$ cat src/rtl/ex_div_seq.sv
// EX-stage divide sequencer: radix-2 restoring DIV/DIVU, one quotient bit per cycle.
// Optional macro DIV_EARLY_OUT_EN finishes in one cycle when |dividend| < |divisor|.
module ex_div_seq #(
    parameter int unsigned WIDTH = 32
) (
    input  logic               clk,
    input  logic               rst_,
    input  logic               div_start,
    input  logic               div_signed,
    input  logic [WIDTH-1:0]   div_opdata1,
    input  logic [WIDTH-1:0]   div_opdata2,
    input  logic               div_annul,
    output logic [2*WIDTH-1:0] div_result,
    output logic               div_ready,
    output logic               div_stall_req
);

    localparam int unsigned RES_W = 2 * WIDTH;
    localparam int unsigned CNT_W = (WIDTH > 1) ? $clog2(WIDTH) : 1;
    localparam logic [CNT_W-1:0] CNT_LAST = CNT_W'(WIDTH - 1);

    typedef enum logic [1:0] {
        S_IDLE   = 2'd0,
        S_BYZERO = 2'd1,
        S_ON     = 2'd2,
        S_END    = 2'd3
    } state_e;

    state_e             state_q, state_d;
    logic [CNT_W-1:0]   cnt_q, cnt_d;
    logic [WIDTH-1:0]   rem_q, rem_d;
    logic [WIDTH-1:0]   dvd_q, dvd_d;
    logic [WIDTH-1:0]   dvs_q, dvs_d;
    logic               q_neg_q, q_neg_d;
    logic               r_neg_q, r_neg_d;
    logic [RES_W-1:0]   result_q, result_d;
    logic               ready_q, ready_d;

    // Operand magnitudes as seen at the start edge
    logic               op1_neg_c;
    logic               op2_neg_c;
    logic [WIDTH-1:0]   op1_mag_c;
    logic [WIDTH-1:0]   op2_mag_c;

    // One restoring iteration on the current partial remainder / dividend
    logic [WIDTH:0]     shift_rem_c;
    logic [WIDTH:0]     diff_c;
    logic               take_c;
    logic [WIDTH-1:0]   rem_next_c;
    logic [WIDTH-1:0]   dvd_next_c;
    logic [WIDTH-1:0]   quot_fix_c;
    logic [WIDTH-1:0]   rem_fix_c;

    always_comb begin
        op1_neg_c = div_signed & div_opdata1[WIDTH-1];
        op2_neg_c = div_signed & div_opdata2[WIDTH-1];
        op1_mag_c = op1_neg_c ? (~div_opdata1 + WIDTH'(1)) : div_opdata1;
        op2_mag_c = op2_neg_c ? (~div_opdata2 + WIDTH'(1)) : div_opdata2;
    end

    // A clear borrow bit means the shifted remainder covers the divisor
    always_comb begin
        shift_rem_c = {rem_q, dvd_q[WIDTH-1]};
        diff_c      = shift_rem_c - {1'b0, dvs_q};
        take_c      = ~diff_c[WIDTH];
        rem_next_c  = take_c ? diff_c[WIDTH-1:0] : shift_rem_c[WIDTH-1:0];
        dvd_next_c  = (dvd_q << 1) | WIDTH'(take_c);
        quot_fix_c  = q_neg_q ? (~dvd_next_c + WIDTH'(1)) : dvd_next_c;
        rem_fix_c   = r_neg_q ? (~rem_next_c + WIDTH'(1)) : rem_next_c;
    end

    // Next-state and result logic
    always_comb begin
        state_d  = state_q;
        cnt_d    = cnt_q;
        rem_d    = rem_q;
        dvd_d    = dvd_q;
        dvs_d    = dvs_q;
        q_neg_d  = q_neg_q;
        r_neg_d  = r_neg_q;
        result_d = result_q;
        ready_d  = ready_q;

        case (state_q)
            S_IDLE: begin
                ready_d = 1'b0;
                if (div_start) begin
                    q_neg_d = op1_neg_c ^ op2_neg_c;
                    r_neg_d = op1_neg_c;
                    dvd_d   = op1_mag_c;
                    dvs_d   = op2_mag_c;
                    rem_d   = '0;
                    cnt_d   = '0;
                    if (div_opdata2 == '0) begin
                        state_d = S_BYZERO;
                    end
`ifdef DIV_EARLY_OUT_EN
                    else if (op1_mag_c < op2_mag_c) begin
                        state_d  = S_END;
                        result_d = {div_opdata1, WIDTH'(0)};
                        ready_d  = 1'b1;
                    end
`endif
                    else begin
                        state_d = S_ON;
                    end
                end
            end

            S_ON: begin
                rem_d = rem_next_c;
                dvd_d = dvd_next_c;
                cnt_d = cnt_q + CNT_W'(1);
                if (cnt_q == CNT_LAST) begin
                    result_d = {rem_fix_c, quot_fix_c};
                    ready_d  = 1'b1;
                    state_d  = S_END;
                end
            end

            S_BYZERO: begin
                result_d = '0;
                ready_d  = 1'b1;
                state_d  = S_END;
            end

            S_END: begin
                if (!div_start) begin
                    ready_d = 1'b0;
                    state_d = S_IDLE;
                end
            end

            default: begin
                ready_d = 1'b0;
                state_d = S_IDLE;
            end
        endcase

        // A flush wins over everything and leaves the last result untouched
        if (div_annul) begin
            state_d  = S_IDLE;
            cnt_d    = '0;
            ready_d  = 1'b0;
            result_d = result_q;
        end
    end

    always_ff @(posedge clk) begin
        if (rst_) begin
            state_q  <= S_IDLE;
            cnt_q    <= '0;
            rem_q    <= '0;
            dvd_q    <= '0;
            dvs_q    <= '0;
            q_neg_q  <= 1'b0;
            r_neg_q  <= 1'b0;
            result_q <= '0;
            ready_q  <= 1'b0;
        end else begin
            state_q  <= state_d;
            cnt_q    <= cnt_d;
            rem_q    <= rem_d;
            dvd_q    <= dvd_d;
            dvs_q    <= dvs_d;
            q_neg_q  <= q_neg_d;
            r_neg_q  <= r_neg_d;
            result_q <= result_d;
            ready_q  <= ready_d;
        end
    end

    // Stall drops in END so the pipeline can advance while the result is valid
    assign div_stall_req = ((state_q == S_IDLE) & div_start & ~div_annul)
                         | (state_q == S_ON)
                         | (state_q == S_BYZERO);

    assign div_result = result_q;
    assign div_ready  = ready_q;

endmodule

$ cat config.mk
export PLATFORM = sky130hd
export DESIGN_NAME = ex_div_seq
export DESIGN_NICKNAME = d
export VERILOG_FILES = /design/src/rtl/ex_div_seq.sv
export SDC_FILE = /design/constraint.sdc
export NUM_CORES = 1
export LEC_CHECK = 0
export CAP_MARGIN = 0
export CORE_UTILIZATION = 52
export CTS_CLUSTER_SIZE = 10
export DETAILED_ROUTE_END_ITERATION = 10
export PLACE_DENSITY = 0.78
export SETUP_SLACK_MARGIN = 0.1
export SYNTH_ARGS = -nofsm -noshare
export SYNTH_HDL_FRONTEND = slang
export SYNTH_SLANG_ARGS = --single-unit
export TNS_END_PERCENT = 20
$ cat constraint.sdc
create_clock -name clk -period 4.43 [get_ports clk]
set_input_delay 0.886 -clock clk [delete_from_list [all_inputs] [get_ports clk]]
set_output_delay 0.886 -clock clk [all_outputs]
set_load 0.05 [all_outputs]
==> results of run 1 <==
-- cells in the mapped netlist (4+ instances only) --
cell type	n	share of area, %
nand2_1	210	6.7
nor2_1	202	6.5
dfxtp_1	170	29
a21oi_1	134	5.7
o21ai_0	119	5.1
clkbuf_1	79	2.5
xnor2_1	70	5.2
xor2_1	61	4.6
inv_1	54	1.7
a22oi_1	44	2.8
ha_1	43	4.6
a211oi_1	34	2.2
or3_1	31	1.7
mux2i_1	30	2.6
nor3_1	25	1.1
nand3_1	23	0.98
o31ai_1	22	1.4
nor4_1	17	0.91
a31oi_1	12	0.64
o41ai_1	12	0.90
and2_1	11	0.59
mux2_2	10	0.96
nand2b_1	10	0.53
o21ai_1	9	0.39
a21o_1	8	0.51
a311oi_1	8	0.60
or2_2	8	0.43
and3_1	7	0.37
buf_1	7	0.22
o211ai_1	7	0.45
buf_2	6	0.26
o21a_1	6	0.39
or4_1	6	0.39
a21boi_0	5	0.32
a31o_2	5	0.37
and4_1	5	0.37
nand4_1	5	0.27
a211o_1	4	0.30
nor2b_1	4	0.21
nor3b_1	4	0.26
nor4b_1	4	0.30
-- power breakdown --
part           switching, mW  internal [mW]  total, mW  leakage [nW]
combinational          0.630          0.400       1.03          3.46
clock                  0.734          0.749       1.48         0.273
sequential            0.0906           1.60       1.69          1.38
total                   1.45           2.75       4.20          5.11
-- flip-flops by register name, summed over array words and instances (netlist names) --
signal	cells
dvs_q	32
cnt_q	5
rem_q	32
dvd_q	32
div_result	64
div_ready	1
r_neg_q	1
state_q	2
q_neg_q	1
-- repair_timing --
action / in CTS / in global routing
setup buffers: 0 / 6
gates resized for setup: 0 / 35
hold endpoints to repair: 0 / 0
setup endpoints to repair: 3 / 31
hold buffers: 0 / 0
pin swaps: 0 / 12
-- worst max-delay path by stage --
stage / startpoint / endpoint / slack (ns) / depth (start not counted)
final: dvd_q[31] / div_result[58] / 0.25 / 19
after global routing: dvd_q[31] / div_result[30] / 0.07 / 21
after CTS: dvd_q[31] / div_result[42] / 0.05 / 20
after detailed placement: dvd_q[31] / div_result[58] / 0.08 / 19
after global placement: dvd_q[31] / div_result[42] / 0.21 / 20
after floorplan: dvd_q[31] / div_result[26] / 0.04 / 22
-- per-layer routing --
layer	part of all wire (%)	up-vias	wire (microns)	global-route usage (%)
li1	-	5785	-	-
met1	45	5581	15800	40.6
met2	46	466	16300	49.8
met3	6.5	71	2300	4.54
met4	2.3	0	801	9.52
met5	0	-	0	0
-- cells by family (layout without fill, tap and decap cells) --
logic type	Yosys count	after routing	synth area share, %
AND/OR/NAND/NOR	589	589	22.9
XOR/XNOR	131	131	9.81
flip-flops	170	170	29.1
buffers and inverters	151	254	5.16
adder cells (fa/ha/maj)	44	44	4.77
multiplexers	41	41	3.65
AO/OA/AOI/OAI	458	458	24.6
-- cell type report --
type | instances | area [sq um] | area share (%)
flip-flops and latches | 170 | 3400 | 24.3
multi-input cells | 1263 | 7890 | 56.3
clock inverters | 15 | 150 | 1.07
inverters | 55 | 209 | 1.49
clock buffers | 17 | 425 | 3.03
repair buffers | 167 | 1590 | 11.3
well taps | 280 | 350 | 2.50
-- cell usage in the layout, fill, tap and decap left out, types with 34 or more instances in the layout --
cell,count
a21oi_1,134
a22oi_1,44
buf_4,34
clkdlybuf4s50_1,133
dfxtp_1,169
ha_1,37
inv_1,51
nand2_1,209
nor2_1,202
o21ai_0,113
xnor2_1,70
xor2_1,61
-- critical path, stage by stage, from the launching register on --
cell       delay [ns]
dfxtp_2          0.35
inv_2            0.05
ha_4             0.16
inv_2            0.06
fa_2             0.23
a211oi_4         0.07
o21a_1           0.20
a211o_1          0.29
a211o_1          0.34
and3b_2          0.26
nor2_8           0.18
mux2i_4          0.29
ha_4             0.19
nand2_4          0.06
nor3_4           0.22
mux2i_4          0.14
nand4bb_4        0.34
o41ai_4          0.34
xnor2_1          0.15
o21ai_1          0.07
==> out/results.tsv, run 1 <==
stage	metric	value	unit
clock_network	Clock Sinks	170	
floorplan	core area	22000	sq um
finish	n_diodes	0	
synthesis	average cell area after synthesis	7.38	sq um
timing	clock skew	0.0115	ns
synthesis	async set-or-reset flop fraction in the synthesized netlist	0	%
status	status	complete, but fails checks	
placement	pre-CTS setup slack	0.0801	ns
synthesis	EDFF count, synth	0	
clock_network	insertion delay to the later sink of the worst-skew pair	0.45	ns
synthesis	Post-Synthesis Net Count	1697	
clock_network	Clock Tree Buf Depth	2	
timing	Max Freq	239	MHz
min_path	Hold/Removal Path Class	reg2reg	
placement	count of input and output buffers	134	
clock_network	CTS buffer count	17	
detailed_routing	DRT iter0 DRCs	1039	
power	PD cells	300	nW/um^2
grt	pin count of the biggest net entering global routing	77	
critical_path	flop2flop setup slack	0.25	ns
synthesis	Main synth FF type	dfxtp_1	
finish	fin nets	1787	
clock_network	Worst-path clk slew	0.07	ns
detailed_routing	Post-Route WL	35200	microns
clock_network	CTS tree	yes	
timing	endpoints failing hold	0	
detailed_routing	vias per cell	6.05	
detailed_routing	DRT Pass-1 Iters	8	
critical_path	arrival time at the worst endpoint	4.48	ns
timing	final setup violation count	0	
floorplan	Die H	152	microns
synthesis	#FFs+latches synth	170	
finish	layout cells sized above 1	7.77	%
grt	initial antenna violation count	0	
floorplan	Core Rows	54	
status	failing checks	design-rule violations	
detailed_routing	Final ANT Viol Nets	0	
timing	Final period util	94.3	%
grt	global route overflow	0	
floorplan	Starting Density	53.3	%
synthesis	Cell Area, Synth	11700	sq um
critical_path	FF-to-FF path depth	19	
finish	Final Instance Area	14000	sq um
clock_network	htree depth	4	
timing	worst slew pin tran	1.15	ns
detailed_routing	Remaining DRCs	12	
timing	tightest hold margin	0.447	ns
timing	post-layout min period	4.18	ns
clock_network	Root Driver	clkbuf_16	
synthesis	Synth cell types	74	
grt	gr usage total	30.2	%
finish	Layout area overhead	19.9	%
timing	Slew HR	22.9	%
job	max_cap viols	0	
placement	Placed Cells	1929	
critical_path	required time of the critical path	4.73	ns
synthesis	YS warnings	0	
grt	vias in the first global route	10941	
critical_path	FF-to-FF End	div_result[58]	
timing	Setup WS post-layout	0.254	ns
critical_path	Critical R2R Launch	dvd_q[31]	
detailed_routing	via count	11903	
placement	Placed Area	13300	sq um
grt	first-pass GRT wire length	56500	microns
critical_path	crit path launch type	flip-flop	
power	Leakage	5.11	nW
finish	Non-Filler Instances	1967	
min_path	Min-Delay Startpoint	div_result[60]	
critical_path	CP Max Fanout	6	
placement	Detailed Place HPWL	26200	microns
placement	Placer Congestion	0.926	
floorplan	die width	152	microns
detailed_routing	routed len/inst	17.9	microns
critical_path	Setup Crit Path Kind	reg2reg	
timing	max-slew violation count	0	
floorplan	Die Area	23100	sq um
timing	RSZ-0062 raised after global routing	yes	
min_path	Hold Path Cell Cnt	2	
power	overall power	4.20	mW
power	Peak supply drop	0.245	mV
timing	final setup TNS	0	ns
synthesis	Seq/Total Area, Yosys	29.1	%
synthesis	Post-Syn Instances	1584	
min_path	Hold Path Sink	div_result[60]	
floorplan	io pins	135	
critical_path	CP endpoint kind	flip-flop	
finish	final cell utilization of the core	63.8	%
finish	fillcell total	1930	
Note: power is estimated with default switching activity, not from simulation.
==> inputs of run 2 (changes only) <==
- ABC_AREA: not set -> 1
- CORE_UTILIZATION: 52 -> 53
- GPL_ROUTABILITY_DRIVEN: not set -> 0
==> run 2 against run 1 <==
The run now ends clean; clock power grew 7%; clock-buffer cell count grew 1; critical path depth up 10; register-to-register slack better by 0.29 ns; synthesized cell count is 33% higher; first-iteration DRC count grew 36%; critical path type unchanged; largest cell class unchanged.
==> out/results.tsv, run 2 <==
stage	metric	value	unit
status	status	finished, final reports clean	
synthesis	Main synth FF type	dfxtp_1	
timing	Slew HR	29.4	%
finish	n_diodes	0	
critical_path	arrival time at the worst endpoint	4.26	ns
floorplan	Die H	156	microns
clock_network	CTS tree	yes	
critical_path	required time of the critical path	4.80	ns
clock_network	Post-CTS Hold Buffers	0	
synthesis	Cell Area, Synth	12600	sq um
synthesis	average cell area after synthesis	6.02	sq um
synthesis	Post-Synthesis Net Count	2214	
grt	pin count of the biggest net entering global routing	88	
power	combinational share of power	22.1	%
finish	fin nets	2304	
floorplan	Die Area	24500	sq um
detailed_routing	Remaining DRCs	0	
grt	gr usage total	31.2	%
finish	Layout area overhead	16.6	%
synthesis	#FFs+latches synth	170	
power	overall power	4.14	mW
detailed_routing	Final ANT Viol Nets	0	
timing	endpoints failing hold	0	
power	Net Sw Frac	33.1	%
synthesis	post-synth top area share	26.9	%
detailed_routing	DRT Pass-1 Iters	7	
clock_network	Clock Sinks	170	
critical_path	delay-heaviest family, CP	simple AND/OR/NAND/NOR gates	
placement	Detailed Place HPWL	28900	microns
detailed_routing	routed len/inst	14.8	microns
synthesis	Seq/Total Area, Yosys	26.9	%
min_path	Hold Path Sink	div_result[58]	
critical_path	Setup Crit Path Kind	reg2reg	
critical_path	FF-to-FF End	div_result[28]	
detailed_routing	via count	13785	
timing	clock skew	0.0117	ns
clock_network	Worst-path clk slew	0.07	ns
finish	Non-Filler Instances	2523	
finish	max reg flops	64	
floorplan	io pins	135	
grt	vias in the first global route	12068	
critical_path	Critical R2R Launch	dvd_q[31]	
floorplan	Starting Density	54.0	%
clock_network	CTS buffer count	17	
critical_path	flop2flop setup slack	0.54	ns
min_path	Min-Delay Startpoint	div_result[58]	
synthesis	Synth cell types	53	
finish	most frequent cells in the layout	nand2_1 (643), inv_1 (282), a21oi_1 (232)	
grt	first-pass GRT wire length	60800	microns
clock_network	insertion delay to the later sink of the worst-skew pair	0.44	ns
critical_path	CP Max Fanout	7	
placement	Placed Cells	2491	
critical_path	FF-to-FF path depth	29	
floorplan	core area	23400	sq um
power	Clock Power Share	38.0	%
detailed_routing	Post-Route WL	37400	microns
clock_network	Root Driver	clkbuf_16	
timing	max-slew violation count	0	
synthesis	Synth area leader	dfxtp_1	
finish	fillcell total	2242	
floorplan	Core Rows	56	
synthesis	Synth top cells by count	nand2_1 (643), inv_1 (282), a21oi_1 (232)	
critical_path	most used cell, CP	inv_1	
job	max_cap viols	0	
synthesis	async set-or-reset flop fraction in the synthesized netlist	0	%
timing	worst slew pin tran	1.06	ns
finish	layout cells sized above 1	5.54	%
timing	Final period util	87.7	%
power	PD cells	281	nW/um^2
floorplan	die width	156	microns
synthesis	count leader, synth	nand2_1	
clock_network	Clock Tree Buf Depth	2	
power	Leakage	7.03	nW
min_path	Hold Path Cell Cnt	2	
timing	RSZ-0062 raised after global routing	yes	
power	net switching power figure	1.37	mW
power	P_int	2.77	mW
synthesis	Post-Syn Instances	2101	
critical_path	Worst path slowest cell	fa_1	
synthesis	YS warnings	0	
grt	initial antenna violation count	0	
detailed_routing	vias per cell	5.46	
clock_network	htree depth	4	
min_path	Hold/Removal Path Class	reg2reg	
timing	post-layout min period	3.89	ns
finish	most common cell after layout, fill and taps aside	nand2_1	
critical_path	worst path bufs/invs	5	
placement	count of input and output buffers	134	
grt	global route overflow	0	
critical_path	crit path launch type	flip-flop	
critical_path	Max stage delay on crit path	0.41	ns
timing	final setup violation count	0	
synthesis	EDFF count, synth	0	
power	Peak supply drop	0.224	mV
critical_path	CP endpoint kind	flip-flop	
synthesis	Synth area leaders	dfxtp_1 (27%), nand2_1 (19%), a21oi_1 (9.2%)	
timing	Max Freq	257	MHz
timing	final setup TNS	0	ns
power	sequential share of power	39.9	%
detailed_routing	DRT iter0 DRCs	1417	
-- run 2: changes by cell type in the layout (fill, tap and decap cells not counted), sizes merged, moves of 40 or more --
cell and change:
nand3 +121, nor2 -40, a22oi -44, inv +235
xnor2 -53, nand2 +471, a21oi +104
-- run 2: final cells by class --
type / count / area [sq um] / area share [%]
multi-input cells: 1562 / 7780 / 52.8
flip-flops and latches: 170 / 3400 / 23.1
repair buffers: 147 / 1440 / 9.75
inverters: 293 / 1100 / 7.46
clock buffers: 18 / 439 / 2.98
well taps: 319 / 399 / 2.71
clock inverters: 14 / 176 / 1.20
-- run 2: metal layers --
metal,wire (microns),GRT usage (%),vias up
met3,3280,4.76,66
met4,977,10.6,0
met1,17700,46.5,6203
met2,15500,45.1,598
li1,-,-,6918
met5,0,0,-
-- run 2: what timing repair did --
action / CTS / global route
gates resized for setup: 0 / 1
endpoints found under the setup margin: 0 / 3
buffers inserted: 0 / 0
-- run 2: power by group through the flow --
stage / clock [mW] / combinational (mW) / sequential (mW)
finish: 1.58 / 0.916 / 1.65
global route: 1.65 / 1.02 / 1.66
CTS: 1.58 / 0.900 / 1.65
detailed placement: 0 / 0.893 / 1.68
global placement: 0 / 0.878 / 1.68
floorplan: 0 / 0.614 / 1.68
-- run 2: worst min-delay path, stage by stage (launching register included) --
cell	delay, ns
dfxtp_1	0.31
nand2_1	0.06
a21oi_1	0.05
-- run 2: how the worst max path moves through the flow --
| stage | from | endpoint | cells past startpoint |
|---|---|---|---|
| 2_1_floorplan | dvd_q[31] | div_result[30] | 30 |
| 3_3_place_gp | dvd_q[31] | div_result[30] | 29 |
| 3_5_place_dp | dvd_q[31] | div_result[30] | 29 |
| 4_1_cts | dvd_q[31] | div_result[30] | 29 |
| 5_1_grt | dvd_q[31] | div_result[30] | 29 |
| 6_report | dvd_q[31] | div_result[28] | 29 |
-- run 2: per-stage QoR --
| step | worst slack [ns] | hold slack, ns | instance area (sq um) | utilization, % |
|---|---|---|---|---|
| 3_3_place_gp | 0.588 | 0.453 | 14100 | 60.3 |
| 5_1_grt | 0.0722 | 0.477 | 14700 | 63.0 |
| 3_5_place_dp | 0.510 | 0.454 | 14100 | 60.3 |
| 6_report | 0.544 | 0.464 | 14700 | 63.0 |
| 2_1_floorplan | 0.751 | 0.443 | 12600 | - |
| 4_1_cts | 0.492 | 0.465 | 14700 | 63.0 |
-- run 2: logic make-up after synthesis --
family	share of synthesized area, %
AND/OR/NAND/NOR	36.0
AO/OA/AOI/OAI	17.4
buffers and inverters	11.5
flip-flops	26.9
XOR/XNOR	3.74
adder cells (fa/ha/maj)	4.41
==> inputs of run 3 (changes only) <==
- SKIP_CTS_REPAIR_TIMING: not set -> 1
==> results of run 3 <==
Same layout as run 2: the final DEF is identical, and so are final timing and power.
